File: src/rtl/psk_pkg.sv
// Shared definitions for the PSK Tx frame arbiter: legal transmitter modes,
// arbiter FSM state encoding and the mode sanitizer used at grant time.
package psk_pkg;

  localparam logic [3:0] MODE_BPSK = 4'b0001;
  localparam logic [3:0] MODE_QPSK = 4'b0010;
  localparam logic [3:0] MODE_MIX  = 4'b0100;

  typedef enum logic [2:0] {
    ST_IDLE  = 3'd0,
    ST_PASS  = 3'd1,
    ST_ABORT = 3'd2,
    ST_FLUSH = 3'd3,
    ST_GAP   = 3'd4
  } arb_state_t;

  // Anything that is not one of the three one-hot modes falls back to BPSK,
  // so the modulator never sees an undefined MODE_CTRL code.
  function automatic logic [3:0] mode_sanitize(input logic [3:0] mode);
    logic [3:0] legal;
    case (mode)
      MODE_BPSK, MODE_QPSK, MODE_MIX: legal = mode;
      default:                        legal = MODE_BPSK;
    endcase
    return legal;
  endfunction

endpackage

File: src/rtl/psk_tx_frame_arbiter_if.sv
// AXI-Stream byte bus with a per-frame mode request. The mode field is an
// input request on the source side and carries the active MODE_CTRL on the
// transmitter side.
interface psk_tx_frame_arbiter_if #(
  parameter int DATA_W = 8
);

  logic [DATA_W-1:0] tdata;
  logic              tvalid;
  logic              tlast;
  logic              tuser;
  logic              tready;
  logic [3:0]        mode;

  modport master (
    output tdata,
    output tvalid,
    output tlast,
    output tuser,
    output mode,
    input  tready
  );

  modport slave (
    input  tdata,
    input  tvalid,
    input  tlast,
    input  tuser,
    input  mode,
    output tready
  );

endinterface

File: src/rtl/psk_rr_arb2.sv
// Two-way round-robin picker. rr_last names the source that won the previous
// grant; on a tie the other source wins. Purely combinational.
module psk_rr_arb2 (
  input  logic [1:0] req,
  input  logic       rr_last,
  output logic [1:0] gnt_onehot,
  output logic       rr_next
);

  // Pick a winner and report who should be remembered as last winner
  always_comb begin
    gnt_onehot = 2'b00;
    rr_next    = rr_last;
    case (req)
      2'b01: begin
        gnt_onehot = 2'b01;
        rr_next    = 1'b0;
      end
      2'b10: begin
        gnt_onehot = 2'b10;
        rr_next    = 1'b1;
      end
      2'b11: begin
        if (rr_last) begin
          gnt_onehot = 2'b01;
          rr_next    = 1'b0;
        end else begin
          gnt_onehot = 2'b10;
          rr_next    = 1'b1;
        end
      end
      default: begin
        gnt_onehot = 2'b00;
        rr_next    = rr_last;
      end
    endcase
  end

endmodule

File: src/rtl/psk_tx_frame_arbiter.sv
// Frame-atomic arbiter sharing the PSK transmitter byte stream between two
// AXI-Stream sources. Ownership and MODE_CTRL change only between frames;
// an inter-frame gap is forced and a stalled frame is terminated with an
// abort beat so neither source can lock the modulator.
module psk_tx_frame_arbiter
  import psk_pkg::*;
#(
  parameter int DATA_W        = 8,
  parameter int GAP_CYCLES    = 16,
  parameter int STALL_TIMEOUT = 4096
) (
  input  logic                    clk_16M384,
  input  logic                    rst_16M384,
  psk_tx_frame_arbiter_if.slave   s0,
  psk_tx_frame_arbiter_if.slave   s1,
  psk_tx_frame_arbiter_if.master  m,
  output logic [3:0]              MODE_CTRL,
  output logic [1:0]              grant,
  output logic                    busy,
  output logic                    abort_pulse
);

  localparam logic [15:0] STALL_LIM = 16'(STALL_TIMEOUT - 1);
  localparam logic [15:0] STALL_MAX = 16'hFFFF;
  localparam logic [7:0]  GAP_LIM   = 8'(GAP_CYCLES - 1);

  arb_state_t        state;
  arb_state_t        state_nxt;
  logic              rr_last;
  logic [15:0]       stall_cnt;
  logic [7:0]        gap_cnt;
  logic              last_seen;

  logic [1:0]        arb_gnt;
  logic              arb_rr_next;

  // Owner-side view of the stream, selected by the registered grant
  logic              sel;
  logic [DATA_W-1:0] own_tdata;
  logic              own_tvalid;
  logic              own_tlast;
  logic              own_tuser;
  logic              own_hs;

  // Combinational outputs of the FSM
  logic [DATA_W-1:0] m_tdata_c;
  logic              m_tvalid_c;
  logic              m_tlast_c;
  logic              m_tuser_c;
  logic              s0_tready_c;
  logic              s1_tready_c;
  logic              abort_c;

  psk_rr_arb2 u_rr_arb2 (
    .req        ({s1.tvalid, s0.tvalid}),
    .rr_last    (rr_last),
    .gnt_onehot (arb_gnt),
    .rr_next    (arb_rr_next)
  );

  assign sel        = grant[1];
  assign own_tdata  = sel ? s1.tdata  : s0.tdata;
  assign own_tvalid = sel ? s1.tvalid : s0.tvalid;
  assign own_tlast  = sel ? s1.tlast  : s0.tlast;
  assign own_tuser  = sel ? s1.tuser  : s0.tuser;
  assign own_hs     = (state == ST_PASS) && own_tvalid && m.tready;

  // State register
  always_ff @(posedge clk_16M384 or posedge rst_16M384) begin
    if (rst_16M384) begin
      state <= ST_IDLE;
    end else begin
      state <= state_nxt;
    end
  end

  // Next-state decode
  always_comb begin
    state_nxt = state;
    case (state)
      ST_IDLE: begin
        if (arb_gnt != 2'b00) begin
          state_nxt = ST_PASS;
        end
      end
      ST_PASS: begin
        if (own_hs) begin
          if (own_tlast) begin
            state_nxt = ST_GAP;
          end
        end else if (stall_cnt == STALL_LIM) begin
          state_nxt = ST_ABORT;
        end
      end
      ST_ABORT: begin
        // A tlast already offered by the owner means the frame tail exists
        // upstream; no flush is needed to resynchronise the source.
        if (m.tready) begin
          if (last_seen || (own_tvalid && own_tlast)) begin
            state_nxt = ST_GAP;
          end else begin
            state_nxt = ST_FLUSH;
          end
        end
      end
      ST_FLUSH: begin
        if (own_tvalid && own_tlast) begin
          state_nxt = ST_GAP;
        end
      end
      ST_GAP: begin
        if (gap_cnt == GAP_LIM) begin
          state_nxt = ST_IDLE;
        end
      end
      default: state_nxt = ST_IDLE;
    endcase
  end

  // Output decode: zero-latency pass-through, abort beat, flush sink
  always_comb begin
    m_tdata_c   = '0;
    m_tvalid_c  = 1'b0;
    m_tlast_c   = 1'b0;
    m_tuser_c   = 1'b0;
    s0_tready_c = 1'b0;
    s1_tready_c = 1'b0;
    abort_c     = 1'b0;
    case (state)
      ST_PASS: begin
        m_tdata_c   = own_tdata;
        m_tvalid_c  = own_tvalid;
        m_tlast_c   = own_tlast;
        m_tuser_c   = own_tuser;
        s0_tready_c = ~sel & m.tready;
        s1_tready_c =  sel & m.tready;
      end
      ST_ABORT: begin
        m_tvalid_c = 1'b1;
        m_tlast_c  = 1'b1;
        m_tuser_c  = 1'b1;
        abort_c    = m.tready;
      end
      ST_FLUSH: begin
        s0_tready_c = ~sel;
        s1_tready_c =  sel;
      end
      default: begin
        m_tvalid_c = 1'b0;
      end
    endcase
  end

  assign m.tdata     = m_tdata_c;
  assign m.tvalid    = m_tvalid_c;
  assign m.tlast     = m_tlast_c;
  assign m.tuser     = m_tuser_c;
  assign m.mode      = MODE_CTRL;
  assign s0.tready   = s0_tready_c;
  assign s1.tready   = s1_tready_c;
  assign abort_pulse = abort_c;
  assign busy        = (state != ST_IDLE);

  // Grant, mode and round-robin history: set at frame start, grant dropped at gap entry
  always_ff @(posedge clk_16M384 or posedge rst_16M384) begin
    if (rst_16M384) begin
      grant     <= 2'b00;
      MODE_CTRL <= MODE_BPSK;
      rr_last   <= 1'b1;
    end else if ((state == ST_IDLE) && (arb_gnt != 2'b00)) begin
      grant     <= arb_gnt;
      MODE_CTRL <= mode_sanitize(arb_gnt[1] ? s1.mode : s0.mode);
      rr_last   <= arb_rr_next;
    end else if ((state != ST_GAP) && (state_nxt == ST_GAP)) begin
      grant     <= 2'b00;
    end
  end

  // Stall watchdog: cleared by every owner handshake, saturating otherwise
  always_ff @(posedge clk_16M384 or posedge rst_16M384) begin
    if (rst_16M384) begin
      stall_cnt <= '0;
    end else if (state != ST_PASS) begin
      stall_cnt <= '0;
    end else if (own_hs) begin
      stall_cnt <= '0;
    end else if (stall_cnt != STALL_MAX) begin
      stall_cnt <= stall_cnt + 16'd1;
    end
  end

  // Remember an offered but not yet accepted tlast from the owner
  always_ff @(posedge clk_16M384 or posedge rst_16M384) begin
    if (rst_16M384) begin
      last_seen <= 1'b0;
    end else if (state == ST_IDLE) begin
      last_seen <= 1'b0;
    end else if (((state == ST_PASS) || (state == ST_ABORT)) && own_tvalid && own_tlast && !own_hs) begin
      last_seen <= 1'b1;
    end
  end

  // Inter-frame gap counter
  always_ff @(posedge clk_16M384 or posedge rst_16M384) begin
    if (rst_16M384) begin
      gap_cnt <= '0;
    end else if (state != ST_GAP) begin
      gap_cnt <= '0;
    end else if (gap_cnt == GAP_LIM) begin
      gap_cnt <= '0;
    end else begin
      gap_cnt <= gap_cnt + 8'd1;
    end
  end

endmodule

File: src/flat_wrapper.sv
// flat-port wrapper written by rule: the top's interface ports become plain ports
module psk_tx_frame_arbiter_flat import psk_pkg::*;
#(
  parameter int DATA_W        = 8,
  parameter int GAP_CYCLES    = 16,
  parameter int STALL_TIMEOUT = 4096
)
  (clk_16M384, rst_16M384, MODE_CTRL, grant, busy, abort_pulse, s0_tdata, s0_tvalid, s0_tlast, s0_tuser, s0_mode, s0_tready, s1_tdata, s1_tvalid, s1_tlast, s1_tuser, s1_mode, s1_tready, m_tdata, m_tvalid, m_tlast, m_tuser, m_mode, m_tready);
  psk_tx_frame_arbiter_if #(.DATA_W(DATA_W)) s0_i ();
  psk_tx_frame_arbiter_if #(.DATA_W(DATA_W)) s1_i ();
  psk_tx_frame_arbiter_if #(.DATA_W(DATA_W)) m_i ();
  input  logic clk_16M384;
  input  logic rst_16M384;
  output logic [3:0] MODE_CTRL;
  output logic [1:0] grant;
  output logic busy;
  output logic abort_pulse;
  input wire logic [$bits(s0_i.tdata)-1:0] s0_tdata;
  input wire logic [$bits(s0_i.tvalid)-1:0] s0_tvalid;
  input wire logic [$bits(s0_i.tlast)-1:0] s0_tlast;
  input wire logic [$bits(s0_i.tuser)-1:0] s0_tuser;
  input wire logic [$bits(s0_i.mode)-1:0] s0_mode;
  output wire logic [$bits(s0_i.tready)-1:0] s0_tready;
  input wire logic [$bits(s1_i.tdata)-1:0] s1_tdata;
  input wire logic [$bits(s1_i.tvalid)-1:0] s1_tvalid;
  input wire logic [$bits(s1_i.tlast)-1:0] s1_tlast;
  input wire logic [$bits(s1_i.tuser)-1:0] s1_tuser;
  input wire logic [$bits(s1_i.mode)-1:0] s1_mode;
  output wire logic [$bits(s1_i.tready)-1:0] s1_tready;
  output wire logic [$bits(m_i.tdata)-1:0] m_tdata;
  output wire logic [$bits(m_i.tvalid)-1:0] m_tvalid;
  output wire logic [$bits(m_i.tlast)-1:0] m_tlast;
  output wire logic [$bits(m_i.tuser)-1:0] m_tuser;
  output wire logic [$bits(m_i.mode)-1:0] m_mode;
  input wire logic [$bits(m_i.tready)-1:0] m_tready;
  assign s0_i.tdata = s0_tdata;
  assign s0_i.tvalid = s0_tvalid;
  assign s0_i.tlast = s0_tlast;
  assign s0_i.tuser = s0_tuser;
  assign s0_i.mode = s0_mode;
  assign s0_tready = s0_i.tready;
  assign s1_i.tdata = s1_tdata;
  assign s1_i.tvalid = s1_tvalid;
  assign s1_i.tlast = s1_tlast;
  assign s1_i.tuser = s1_tuser;
  assign s1_i.mode = s1_mode;
  assign s1_tready = s1_i.tready;
  assign m_tdata = m_i.tdata;
  assign m_tvalid = m_i.tvalid;
  assign m_tlast = m_i.tlast;
  assign m_tuser = m_i.tuser;
  assign m_mode = m_i.mode;
  assign m_i.tready = m_tready;
  psk_tx_frame_arbiter #(.DATA_W(DATA_W), .GAP_CYCLES(GAP_CYCLES), .STALL_TIMEOUT(STALL_TIMEOUT)) u_core (.clk_16M384(clk_16M384), .rst_16M384(rst_16M384), .s0(s0_i), .s1(s1_i), .m(m_i), .MODE_CTRL(MODE_CTRL), .grant(grant), .busy(busy), .abort_pulse(abort_pulse));
endmodule
File: config.mk
export PLATFORM = sky130hd
export DESIGN_NAME = psk_tx_frame_arbiter_flat
export DESIGN_NICKNAME = d
export VERILOG_FILES = /design/src/rtl/psk_pkg.sv /design/src/rtl/psk_tx_frame_arbiter_if.sv /design/src/rtl/psk_rr_arb2.sv /design/src/rtl/psk_tx_frame_arbiter.sv /design/src/flat_wrapper.sv
export SDC_FILE = /design/constraint.sdc
export NUM_CORES = 1
export LEC_CHECK = 0
export ABC_AREA = 1
export BUFFER_PORTS_ARGS = -buffer_cell sky130_fd_sc_hd__buf_4
export CAP_MARGIN = 10
export CORE_ASPECT_RATIO = 0.6
export CORE_UTILIZATION = 53
export DETAILED_ROUTE_END_ITERATION = 10
export PLACE_DENSITY = 0.8
export SLEW_MARGIN = 20
export SYNTH_ARGS = -nofsm -noshare
export SYNTH_HDL_FRONTEND = slang
export SYNTH_SLANG_ARGS = --single-unit
File: constraint.sdc
create_clock -name clk_16M384 -period 2.25 [get_ports clk_16M384]
set_clock_uncertainty 0.1 [all_clocks]
set_input_delay 0.45 -clock clk_16M384 [delete_from_list [all_inputs] [get_ports clk_16M384]]
set_output_delay 0.45 -clock clk_16M384 [all_outputs]
set_load 0.005 [all_outputs]
==> results of run 1 <==
[sequential cells by signal, indices dropped and copies added (netlist names)]
register and cells:
u_core.stall_cnt 16, u_core.gap_cnt 8, u_core.last_seen 1, u_core.rr_last 1, u_core.state 3, u_core.MODE_CTRL 4, u_core.grant 2
[cell usage after synthesis, types with 2 or more instances]
cell	number	area [sq um]
nand4_1	7	43.8
nor3b_1	2	15.0
o21ai_0	2	10.0
nor2_1	37	139
dfrtp_1	33	826
and2_1	2	12.5
xor2_1	3	26.3
a21oi_1	18	90.1
dfstp_2	2	52.6
nand2_1	84	315
ha_1	2	25.0
o21ai_1	9	45.0
inv_2	8	30.0
buf_4	5	37.5
a31oi_1	2	12.5
o31ai_1	2	15.0
inv_1	29	109
xnor2_1	3	26.3
nor3_1	10	50.1
nor2_2	4	25.0
nand3_1	18	90.1
o21ai_2	5	43.8
clkbuf_1	3	11.3
o211ai_1	2	15.0
[timing repair]
action | in CTS | in global routing
endpoints found under the setup margin | 0 | 5
setup buffers | 0 | 0
resized for setup | 0 | 3
[layout make-up]
type | count | area [sq um] | area share
clock buffer | 6 | 72.6 | 0.0256
clock inverter | 2 | 60.1 | 0.0212
inverter | 39 | 150 | 0.0529
multi-input combinational | 225 | 1140 | 0.401
sequential | 35 | 880 | 0.310
tap | 47 | 58.8 | 0.0207
timing repair buffer | 62 | 478 | 0.169
[power breakdown]
group	internal [uW]	switching [uW]
Clock	443	250
Combinational	529	699
Sequential	734	106
Total	1710	1060
[kinds of logic after synthesis]
family          share of synthesized area
compound gates                      0.133
xor+xnor                           0.0238
fa+ha+maj                          0.0113
buf+inv                            0.0889
flops                               0.398
simple gates                        0.346
[path summary, 6_finish.rpt]
| path | startpoint | end | slack (ps) | depth (start not counted) |
|---|---|---|---|---|
| max in group asynchronous | rst_16M384 | u_core.MODE_CTRL[0] | 1510 | 3 |
| min in group clk_16M384 | u_core.gap_cnt[0] | u_core.gap_cnt[0] | 380 | 1 |
| worst min-delay path | rst_16M384 | u_core.gap_cnt[2] | 8 | 2 |
| worst min register to register | u_core.gap_cnt[0] | u_core.gap_cnt[0] | 380 | 1 |
| worst max-delay path | u_core.state[1] | m_tvalid | 70 | 5 |
| worst max register to register | u_core.stall_cnt[0] | u_core.stall_cnt[9] | 430 | 10 |
[layout by cell type (no fill, tap or decap), drive strengths merged, types with 3 or more instances in the layout]
| cell | instances |
|---|---|
| nor3 | 12 |
| nand4 | 7 |
| clkbuf | 6 |
| nand3 | 19 |
| xor2 | 3 |
| nor2 | 42 |
| buf | 62 |
| nand2 | 84 |
| dfrtp | 33 |
| inv | 37 |
| o21ai | 16 |
| xnor2 | 3 |
| a21oi | 19 |
[per-stage QoR]
step           utilization  setup WS (ps)  cell area (sq um)  cells
6_report             0.741           67.1               2840    416
5_1_grt              0.741           3.29               2840    416
3_3_place_gp         0.705            433               2700    408
2_1_floorplan            -            600               2210    307
4_1_cts              0.739          0.172               2830    416
3_5_place_dp         0.705            340               2700    408
[routing by layer]
metal  GRT usage  up-vias
li1            -     1121
met1       0.421     1064
met2       0.409      103
met3      0.0571       11
met4       0.106        0
met5           0        -
==> flow_metrics.env, run 1 <==
export IMPL_syn2layout_area_growth_pct=28.4
export IMPL_ys_seq_area_frac=0.398
export IMPL_cp_required_ps=1700
export IMPL_ir_drop_mv=0.562
export IMPL_hold_slack_ps=7.93
export IMPL_wl_per_cell_microns=13.8
export IMPL_hold_viol=0
export IMPL_worstMarginPinSlew_ps=388
export IMPL_wl_met1_mm=2.92
export IMPL_fillers=290
export IMPL_layout_drive_gt1_share=0.263
export IMPL_gp_congestion=0.949
export IMPL_drt_total_wl_mm=5.76
export IMPL_synth_ff_type="dfrtp_1"
export IMPL_start_util=0.577
export IMPL_rows=17
export IMPL_synth_avg_cell_area_sq_um=7.20
export IMPL_cpMaxStageDelayCell="dfrtp_1"
export IMPL_met3_length_microns=423
export IMPL_clkSinkCount=35
export IMPL_start_kind="register"
export IMPL_drt_pass1_iter_count=5
export IMPL_end_kind="output port"
export IMPL_path_class="register to output port"
export IMPL_timing_fmax_ghz=0.458
export IMPL_fin_crit_sh=0.970
export IMPL_p_leak_uw=0.00142
export IMPL_first_iter_violations=117
export IMPL_ys_warn_count=0
export IMPL_worstPathCellList="nor2_2 -> nand2_1 -> buf_4 -> o21ai_0 -> buf_4"
export IMPL_period_needed_ps=2180
export IMPL_antenna_found_initial=0
export IMPL_highest_layer="met4"
export IMPL_status="complete, no violations"
export IMPL_wl_met2_mm=2.33
export IMPL_grt_pass1_vias=2071
export IMPL_synth_seq_cells=35
export IMPL_cp_max_fo=12
export IMPL_core_sq_um=3830
export IMPL_tritoncts="built"
export IMPL_grt_pass1_wl_mm=9.44
export IMPL_synth_area_sq_um=2210
export IMPL_crit_path_frequent_cell="buf_4"
export IMPL_die_w_microns=85.4
export IMPL_fp_dieH_microns=52.0
export IMPL_cts_buffers=5
export IMPL_totalPowerFinal_uw=2760
export IMPL_num_antenna_cells=0
export IMPL_num_vias=2299
export IMPL_route_detailed_drc=0
export IMPL_layout_nets=403
export IMPL_hold_path_class="input port to asynchronous set/reset pin"
export IMPL_slew_violations=0
export IMPL_crit_path_max_incr_delay_ps=430
export IMPL_grt_max_degree=29
export IMPL_synth_edff_count=0
export IMPL_maxSlewHeadroom=0.742
export IMPL_cts_buffer_depth=2
export IMPL_clk_pin_slew_worst_paths_ps=70
export IMPL_ioPinCount=58
export IMPL_gr_usage_all_layers=0.284
export IMPL_dp_hpwl_mm=4.38
export IMPL_maxCapViolCount=0
export IMPL_synthCells=307
export IMPL_arrival_ps=1630
export IMPL_cts_root_buf="clkbuf_8"
export IMPL_h_tree_depth=2
export IMPL_dieArea_sq_um=4440
export IMPL_clk_latency_ps=300
export IMPL_postCtsHoldBufs=0
export IMPL_synth_fp_nets=342
export IMPL_ant_nets=0
export IMPL_rsz0062_at_grt="false"
export IMPL_async_flop_share=1.00
export IMPL_synth_distinct_cells=39
export IMPL_setup_viol=0
export IMPL_via_per_inst=5.53
export IMPL_cp_top_family="flip-flops"
export IMPL_path_buf_inv=2
export IMPL_cellPowerDensity_nw_per_um2=974
export IMPL_setup_tns_final_ps=0
export IMPL_io_buffers=57
export IMPL_overflow=0
(Power assumes the default switching activity.)
==> run 2, diff against run 1 <==
CORE_MARGIN = 4   (was not set)
==> run 2 against run 1 <==
Register-to-register slack lost 100 ps; largest power group unchanged; clock power shrank 34%; first-iteration DRC count shrank 17%; hold slack gained 69 ps.
==> flow_metrics.env, run 2 (same netlist as run 1, synthesis figures left out) <==
export IMPL_hold_slack_ps=77.1
export IMPL_top_register="u_core.stall_cnt"
export IMPL_status="complete, no violations"
export IMPL_die_w_microns=91.4
export IMPL_worstMarginPinSlew_ps=501
export IMPL_via_per_inst=5.33
export IMPL_num_antenna_cells=0
export IMPL_timing_fmax_ghz=0.470
export IMPL_totalPowerFinal_uw=2520
export IMPL_clkSinkCount=35
export IMPL_hold_viol=0
export IMPL_cellPowerDensity_nw_per_um2=905
export IMPL_grt_pass1_vias=2047
export IMPL_fin_crit_sh=0.946
export IMPL_largestRegisters="u_core.stall_cnt x16, u_core.gap_cnt x8, u_core.MODE_CTRL x4"
export IMPL_period_needed_ps=2130
export IMPL_rows=17
export IMPL_ir_drop_mv=0.666
export IMPL_start_util=0.577
export IMPL_largest_register_ff_count=16
export IMPL_setup_viol=0
export IMPL_clk_pin_slew_worst_paths_ps=70
export IMPL_final_common_cell="nand2_1"
export IMPL_syn2layout_area_growth_pct=26.2
export IMPL_stdcell_area_sq_um=2790
export IMPL_maxCapViolCount=0
export IMPL_io_buffers=57
export IMPL_core_sq_um=3830
export IMPL_ant_nets=0
export IMPL_drt_pass1_iter_count=5
export IMPL_place_area_sq_um=2700
export IMPL_num_vias=2219
export IMPL_p_leak_uw=0.00140
export IMPL_h_tree_depth=2
export IMPL_cts_buffer_depth=2
export IMPL_cp_max_fo=13
export IMPL_ioPinCount=58
export IMPL_maxSlewHeadroom=0.666
export IMPL_dp_hpwl_mm=4.63
export IMPL_layout_drive_gt1_share=0.260
export IMPL_setup_tns_final_ps=0
export IMPL_grt_pass1_wl_mm=9.38
export IMPL_start_kind="register"
export IMPL_slew_violations=0
export IMPL_cp_required_ps=1700
export IMPL_overflow=0
export IMPL_first_iter_violations=97
export IMPL_fp_dieH_microns=58.0
export IMPL_route_detailed_drc=0
export IMPL_gr_usage_all_layers=0.226
export IMPL_reg2reg_depth=6
export IMPL_wl_per_cell_microns=13.6
export IMPL_final_cell_mix="nand2_1, buf_4, nor2_1, dfrtp_1, inv_1"
export IMPL_dieArea_sq_um=5300
export IMPL_drt_total_wl_mm=5.67
export IMPL_cts_buffers=5
export IMPL_hold_path_class="input port to asynchronous set/reset pin"
export IMPL_rsz0062_at_grt="false"
export IMPL_tritoncts="built"
export IMPL_end_kind="output port"
export IMPL_antenna_found_initial=0
export IMPL_cts_root_buf="clkbuf_8"
export IMPL_gp_congestion=0.881
export IMPL_path_class="register to output port"
export IMPL_grt_max_degree=26
export IMPL_layout_nets=403
export IMPL_postCtsHoldBufs=0
export IMPL_arrival_ps=1580
export IMPL_clk_latency_ps=290
## run 2: power by group
| group | total, uW | internal, uW | switching, uW |
|---|---|---|---|
| clock | 456 | 216 | 239 |
| combinational | 1230 | 519 | 707 |
| sequential | 840 | 733 | 107 |
## run 2: critical path, cell delays in order, from the launching register on
cell and delay, ps:
dfrtp_1 470, inv_4 160, nand2_1 60, nand2_1 160, clkinv_1 110, o21ai_0 180
buf_4 140
## run 2: cell type report
| class | count | area [sq um] |
|---|---|---|
| multi-input combinational | 225 | 1140 |
| fill | 307 | 1040 |
| sequential | 35 | 878 |
| timing repair buffer | 62 | 478 |
| inverter | 39 | 150 |
| clock buffer | 6 | 72.6 |
| tap | 47 | 58.8 |
| clock inverter | 2 | 12.5 |
## run 2: layer usage
metal,track usage,routed length (microns),share of wire
met5,0,0,0
met3,0.0726,603,0.11
met4,0.0708,61,0.011
met1,0.323,2790,0.49
met2,0.325,2220,0.39
## run 2: final timing paths
path / end / slack, ps / start
min in group clk_16M384: u_core.gap_cnt[0] / 390 / u_core.gap_cnt[0]
setup / recovery: m_tlast / 120 / u_core.grant[1]
hold / removal: u_core.stall_cnt[0] / 80 / rst_16M384
setup reg to reg: u_core.stall_cnt[12] / 330 / u_core.state[1]
hold reg to reg: u_core.gap_cnt[0] / 390 / u_core.gap_cnt[0]
max in group asynchronous: u_core.MODE_CTRL[0] / 1390 / rst_16M384
## run 2: metrics by stage
stage               cells  setup slack (ps)   util
finish                416               122  0.728
global route          416              35.9  0.728
CTS                   416              74.9  0.727
detailed placement    408               275  0.705
global placement      408               387  0.705
floorplan             307               600      -
## run 2: repair_timing
action                                  4_1_cts  5_1_grt
endpoints found under the setup margin        0        4
gates resized for setup                       0        2
setup buffers                                 0        0
==> run 3, diff against run 2 <==
clock period = 2.3 ns   (was 2.25 ns; I/O delays follow)
==> run 3 against run 2 <==
Utilization is 0.26 points lower; cell area is 0.36% lower; first-iteration DRC count is 56% higher; wire length is 1.4% higher; hold slack better by 4.3 ps; count of clock-buffer cells in the layout stayed put; clock power is 1% lower; non-clock buffer count is 1 lower.
==> flow_metrics.env, run 3 (same netlist as run 1, synthesis figures left out) <==
export IMPL_status="complete, no violations"
export IMPL_cp_required_ps=1740
export IMPL_setup_tns_final_ps=0
export IMPL_largestRegisters="u_core.stall_cnt x16, u_core.gap_cnt x8, u_core.MODE_CTRL x4"
export IMPL_final_cell_mix="nand2_1, buf_4, nor2_1, dfrtp_1, inv_1"
export IMPL_cts_buffers=5
export IMPL_hold_viol=0
export IMPL_top_register="u_core.stall_cnt"
export IMPL_cpMaxStageDelayCell="dfrtp_1"
export IMPL_maxCapViolCount=0
export IMPL_rows=17
export IMPL_timing_fmax_ghz=0.463
export IMPL_post_cts_buffers=0
export IMPL_grt_pass1_vias=2142
export IMPL_syn2layout_area_growth_pct=25.7
export IMPL_dp_hpwl_mm=4.52
export IMPL_maxSlewHeadroom=0.670
export IMPL_cellPowerDensity_nw_per_um2=883
export IMPL_core_sq_um=3830
export IMPL_r2r_end="u_core.stall_cnt[12]"
export IMPL_drt_total_wl_mm=5.75
export IMPL_tritoncts="built"
export IMPL_cp_max_fo=13
export IMPL_multi_input_area_sq_um=1140
export IMPL_via_per_inst=5.42
export IMPL_drt_pass1_iter_count=5
export IMPL_fin_crit_sh=0.939
export IMPL_grt_max_degree=26
export IMPL_wl_per_cell_microns=13.9
export IMPL_h_tree_depth=2
export IMPL_reg2reg_depth=6
export IMPL_fillers=291
export IMPL_gp_congestion=0.929
export IMPL_largest_register_ff_count=16
export IMPL_postCtsHoldBufs=0
export IMPL_instances_no_fill=415
export IMPL_end_kind="output port"
export IMPL_crit_path_frequent_cell="buf_4"
export IMPL_num_vias=2250
export IMPL_worstPathCellList="nor2_2 -> nand2_1 -> buf_4 -> o31ai_1 -> buf_4"
export IMPL_cts_buffer_depth=2
export IMPL_placedCellCount=407
export IMPL_hold_slack_ps=81.5
export IMPL_crit_path_max_incr_delay_ps=420
export IMPL_ioPinCount=58
export IMPL_r2r_slack_ps=310
export IMPL_worstMarginPinSlew_ps=495
export IMPL_seq_area_sq_um=878
export IMPL_worst_slack_ps=141
export IMPL_ir_drop_mv=0.587
export IMPL_layout_nets=402
export IMPL_die_w_microns=91.4
export IMPL_dieArea_sq_um=5300
export IMPL_hold_path_class="input port to asynchronous set/reset pin"
export IMPL_gr_usage_all_layers=0.238
export IMPL_fp_dieH_microns=58.0
export IMPL_path_class="register to output port"
export IMPL_setup_viol=0
export IMPL_clk_pin_slew_worst_paths_ps=70
export IMPL_p_leak_uw=0.00139
export IMPL_arrival_ps=1600
export IMPL_io_buffers=57
export IMPL_ant_nets=0
export IMPL_clkSinkCount=35
export IMPL_num_antenna_cells=0
export IMPL_r2r_start="u_core.state[1]"
export IMPL_grt_pass1_wl_mm=9.93
export IMPL_antenna_found_initial=0
export IMPL_route_detailed_drc=0
export IMPL_final_common_cell="nand2_1"
export IMPL_period_needed_ps=2160
export IMPL_clk_latency_ps=300
export IMPL_slew_violations=0
export IMPL_start_kind="register"
export IMPL_overflow=0
export IMPL_dp_slack_ps=293
export IMPL_cts_root_buf="clkbuf_8"
export IMPL_rsz0062_at_grt="false"
export IMPL_layout_drive_gt1_share=0.258
export IMPL_first_iter_violations=151
export IMPL_start_util=0.577
==> run 3: cell types whose count changed in the layout (fill, tap and decap cells not counted) <==
cell and change:
buf_4 -1, inv_2 +1, inv_4 -1
==> run 3: cell type report <==
cell class,count,area share
Sequential cell,35,0.316
Multi-Input combinational cell,225,0.409
Tap cell,47,0.0212
Inverter,39,0.0532
Clock buffer,6,0.0261
Timing Repair Buffer,61,0.169
Clock inverter,2,0.00450
==> run 3: repair_timing <==
item                                    CTS  global route
endpoints found under the setup margin    0             1
resized for setup                         0             1
hold endpoints to repair                  0             0
==> run 3: worst max-delay path: cells and delay by family, from the launching register on <==
kind | cells | cell delay [ps]
flip-flops | 1 | 420
buffers and inverters | 2 | 350
AND/OR/NAND/NOR | 2 | 320
AO/OA/AOI/OAI | 1 | 210
==> run 3: how the worst max path moves through the flow <==
stage	startpoint	end	slack, ps	depth (start not counted)
after global placement	u_core.state[1]	u_core.stall_cnt[12]	440	6
after CTS	u_core.state[1]	m_tuser	100	5
after floorplan	u_core.state[1]	m_tlast	640	4
after detailed placement	u_core.state[1]	u_core.stall_cnt[12]	290	6
after global routing	u_core.state[1]	m_tuser	40	5
final	u_core.state[1]	m_tuser	140	5
==> run 3: routing by layer <==
layer	track usage	up-vias	routed length [microns]
li1	-	1109	-
met1	0.340	1003	2790
met2	0.335	130	2250
met3	0.0817	8	631
met4	0.0837	0	76
met5	0	-	0
==> run 3: per-stage QoR <==
| step | power, uW | util | cell area (sq um) |
|---|---|---|---|
| after global routing | 2640 | 0.725 | 2780 |
| after floorplan | 1520 | - | 2210 |
| after detailed placement | 1990 | 0.703 | 2690 |
| after CTS | 2450 | 0.725 | 2780 |
| final | 2450 | 0.725 | 2780 |
| after global placement | 1980 | 0.703 | 2690 |
==> run 3: where the power goes <==
group | switching (uW) | internal (uW) | leakage (uW)
registers | 99.4 | 717 | 0.000473
logic | 687 | 500 | 0.000880
clock network | 239 | 212 | 0.0000412
total | 1030 | 1430 | 0.00139
